File: config.mk
export PLATFORM = sky130hd
export DESIGN_NAME = uart_tx_fifo
export DESIGN_NICKNAME = d
export VERILOG_FILES = /design/src/rtl/uart_tx_fifo.sv
export SDC_FILE = /design/constraint.sdc
export NUM_CORES = 1
export LEC_CHECK = 0
export CORE_AREA = 2 2 122 88
export DETAILED_ROUTE_END_ITERATION = 7
export DIE_AREA = 0 0 124 90
export HOLD_SLACK_MARGIN = 0.15
export PLACE_DENSITY_LB_ADDON = 0.05
export SETUP_SLACK_MARGIN = 0.3
export SKIP_CTS_REPAIR_TIMING = 1
export SLEW_MARGIN = 20
export SYNTH_ARGS = -nofsm -noshare
export SYNTH_HDL_FRONTEND = slang
export SYNTH_SLANG_ARGS = --single-unit
File: constraint.sdc
create_clock -name clk -period 4.1 [get_ports clk]
set_input_delay 1.23 -clock clk [delete_from_list [all_inputs] [get_ports clk]]
set_output_delay 1.23 -clock clk [all_outputs]
set_load 0.01 [all_outputs]
File: src/rtl/uart_tx_fifo.sv
// First-word-fall-through byte FIFO feeding uart_tx; a push is visible on out_* after one edge.
// Flow control: in_ready drops when full; head byte holds on out_data until out_ready takes it.
module uart_tx_fifo #(
  parameter int DEPTH       = 16,
  parameter int AFULL_LEVEL = DEPTH - 4
) (
  input  logic                     clk,
  input  logic                     reset_n,
  input  logic                     flush,
  input  logic                     in_valid,
  input  logic [7:0]               in_data,
  output logic                     in_ready,
  output logic                     out_valid,
  output logic [7:0]               out_data,
  input  logic                     out_ready,
  output logic [$clog2(DEPTH):0]   level,
  output logic                     almost_full
);

  localparam int AW = $clog2(DEPTH);

  logic [7:0]  mem_q [DEPTH];
  logic [AW:0] wr_ptr_q, wr_ptr_d;
  logic [AW:0] rd_ptr_q, rd_ptr_d;
  logic        empty, full, push, pop;

  // Pointers carry an extra wrap bit so full and empty are distinguishable.
  assign empty = (wr_ptr_q == rd_ptr_q);
  assign full  = (wr_ptr_q[AW-1:0] == rd_ptr_q[AW-1:0]) && (wr_ptr_q[AW] != rd_ptr_q[AW]);

  assign in_ready    = !full;
  assign out_valid   = !empty;
  assign level       = wr_ptr_q - rd_ptr_q;
  assign almost_full = (level >= (AW+1)'(AFULL_LEVEL));
  assign out_data    = mem_q[rd_ptr_q[AW-1:0]];

  assign push = in_valid && in_ready && !flush;
  assign pop  = out_valid && out_ready && !flush;

  always_comb begin
    wr_ptr_d = wr_ptr_q;
    rd_ptr_d = rd_ptr_q;
    if (flush) begin
      rd_ptr_d = wr_ptr_q;
    end else begin
      if (push) wr_ptr_d = wr_ptr_q + 1'b1;
      if (pop)  rd_ptr_d = rd_ptr_q + 1'b1;
    end
  end

  always_ff @(posedge clk or negedge reset_n) begin
    if (!reset_n) begin
      wr_ptr_q <= '0;
      rd_ptr_q <= '0;
    end else begin
      wr_ptr_q <= wr_ptr_d;
      rd_ptr_q <= rd_ptr_d;
    end
  end

  // Storage has no reset; the head slot is never written while occupied.
  always_ff @(posedge clk) begin
    if (push) mem_q[wr_ptr_q[AW-1:0]] <= in_data;
  end

endmodule

==> impl_metrics.yaml <==
run_status:
  status: "completed"
global_route:
  overflow: 0
  antenna_found_initial: 0
  grt_pass1_vias: 3076
  grt_usage: 0.243
  grt_pass1_wl_microns: 18900
  grt_max_degree: 34
route:
  routed_wl_microns: 12500
  drtIter0Drc: 357
  vias_per_cell: 5.91
  ant_nets: 0
  wl_per_cell_microns: 23.4
  routed-via-count: 3158
  post-route-drc-count: 0
  first_pass_iters: 5
synth:
  syn_area_sq_mm: 0.00579
  synth.distinct_cells: 43
  ys_top_cells_by_area: "edfxtp_1 66%, mux2i_1 5.7%, mux4_2 5.1%"
  synth_nets: 357
  synth-async-reset-ratio: 0.0725
  yosysSeqAreaShare: 0.707
  synth-edff-count: 128
  synth_top_area_share: 0.664
  avgSynthCellArea_sq_um: 17.3
  yosysWarningCount: 0
  synth_top_area_cell: "edfxtp_1"
  ys.flop_type: "edfxtp_1"
  syn_inst: 334
  yosys_register_bits: 138
cells_and_area:
  fin_nets: 412
  final_common_cell: "edfxtp_1"
  area_growth_pct: 21.3
  final_cell_mix: "128 x edfxtp_1, 33 x mux2i_1, 26 x clkdlybuf4s50_1"
  drive_gt1_frac: 0.226
  layoutNonFillerInstCount: 534
  post-route-util: 0.696
  fillers: 687
  antennaDiodeCount: 0
cts:
  clk_latency_ps: 410
  cts.clk_slew.worst_paths_ps: 60
  cts_buffer_depth: 2
  clockRootBuffer: "clkbuf_16"
  cts_tree: "built"
  cts.sinks: 138
  numCtsBuffers: 17
  h-tree-depth: 4
sta:
  fin_crit_sh: 0.937
  min_period_ps: 3840
  fin_setup_tns_ps: 0
  drv_slew: 0
  fmax_ghz: 0.260
  hold_viol: 0
  grt_setup_unrepaired: "true"
  slew_headroom: 0.527
  setup-violations-final: 0
  tightest_slew_ps: 707
  skew_ps: 10.5
worst_hold_path:
  hold_class: "reg -> reg"
critical_path:
  start_kind: "flop"
  crit_arrival_ps: 2610
  worstSetupPathType: "reg -> out"
  crit_fanout: 6
  cp.required_ps: 2870
  cp-end-kind: "primary output"
placement:
  dp_cells: 497
  dpl.hpwl_microns: 7940
  globalplace.congestion: 0.829
  port-buffer-count: 28
floorplan:
  std_cell_rows: 31
  core_sq_mm: 0.0101
  chipWidth_microns: 124
  start_util: 0.574
  die_area_sq_mm: 0.0112
  io_pins: 29
  die_h_microns: 90
power_and_ir_drop:
  power_mw: 5.31
  p_leak_nw: 2.47
  ir_drop_uv: 495
  pwr_density_cell_mw_per_mm2: 757
run:
  cap_viol_max_count: 0
==> cell usage after synthesis, types with 2 or more instances <==
cell,n
inv_1,10
xnor2_1,9
nor3_1,4
o21ai_0,14
a221oi_1,16
mux4_2,13
dfrtp_1,10
buf_4,2
ha_1,9
nand4_1,3
a22oi_1,8
o211ai_1,2
clkbuf_1,8
nor2_1,12
mux4_1,3
nand2_1,18
nor2b_1,3
buf_6,3
nand2b_1,4
edfxtp_1,128
mux2i_1,33
==> cell type report <==
cell class                 instances  area (sq um)  area share
timing repair buffer              53           498      0.0709
tap                              132           165      0.0235
multi-input combinational        168          1630       0.232
clock inverter                    14           155      0.0221
clock buffer                      18           429      0.0611
inverter                          11          41.3     0.00588
sequential                       138          4100       0.584
==> metrics by stage <==
stage	setup WS, ps	hold WS (ps)	instance area (sq um)
finish	258	561	7020
floorplan	847	517	5790
global placement	553	535	6270
detailed placement	484	556	6270
global route	138	584	7020
CTS	52.0	564	6850
==> path summary, 6_finish.rpt <==
path | from | to | slack (ps) | cells after the start
min in group asynchronous | reset_n | wr_ptr_q[0] | 1160 | 1
hold / removal | wr_ptr_q[4] | wr_ptr_q[4] | 560 | 1
max in group asynchronous | reset_n | rd_ptr_q[0] | 2530 | 1
setup reg to reg | rd_ptr_q[3] | mem_q[15][7] | 1400 | 6
setup / recovery | rd_ptr_q[0] | out_data[6] | 260 | 6
hold reg to reg | wr_ptr_q[4] | wr_ptr_q[4] | 560 | 1
==> routing by layer <==
metal | track usage | part of all wire | wire length [microns]
met4 | 0.0908 | 0.012 | 145
met2 | 0.333 | 0.46 | 5780
met1 | 0.376 | 0.46 | 5730
met5 | 0 | 0 | 0
met3 | 0.0647 | 0.068 | 855
==> critical path, stage by stage (launching register included) <==
cell and delay (ps):
dfrtp_4 530, clkbuf_4 210, mux2i_1 140, a221oi_1 470, o21ai_0 180, nand2_1 130, clkdlybuf4s50_1 540
==> power breakdown <==
group / internal (mW) / leakage, nW / switching [mW]
Sequential: 1.66 / 1.27 / 0.145
Clock: 0.946 / 0.277 / 0.559
Combinational: 0.979 / 0.925 / 1.03
==> cells by family after synthesis <==
kind of cell | Yosys count | share of synthesized area
buffers and inverters | 28 | 0.0283
adders and majority gates | 10 | 0.0229
AOI/OAI and AO/OA | 47 | 0.0599
DFF | 138 | 0.707
xor gates and xnor gates | 11 | 0.0179
and+or+nand+nor | 50 | 0.0408
muxes | 50 | 0.123
==> registers in the layout (all words and copies together) (netlist names) <==
| register | flops |
|---|---|
| rd_ptr_q | 5 |
| mem_q | 128 |
| wr_ptr_q | 5 |
Power figures use the tool's default switching activity.
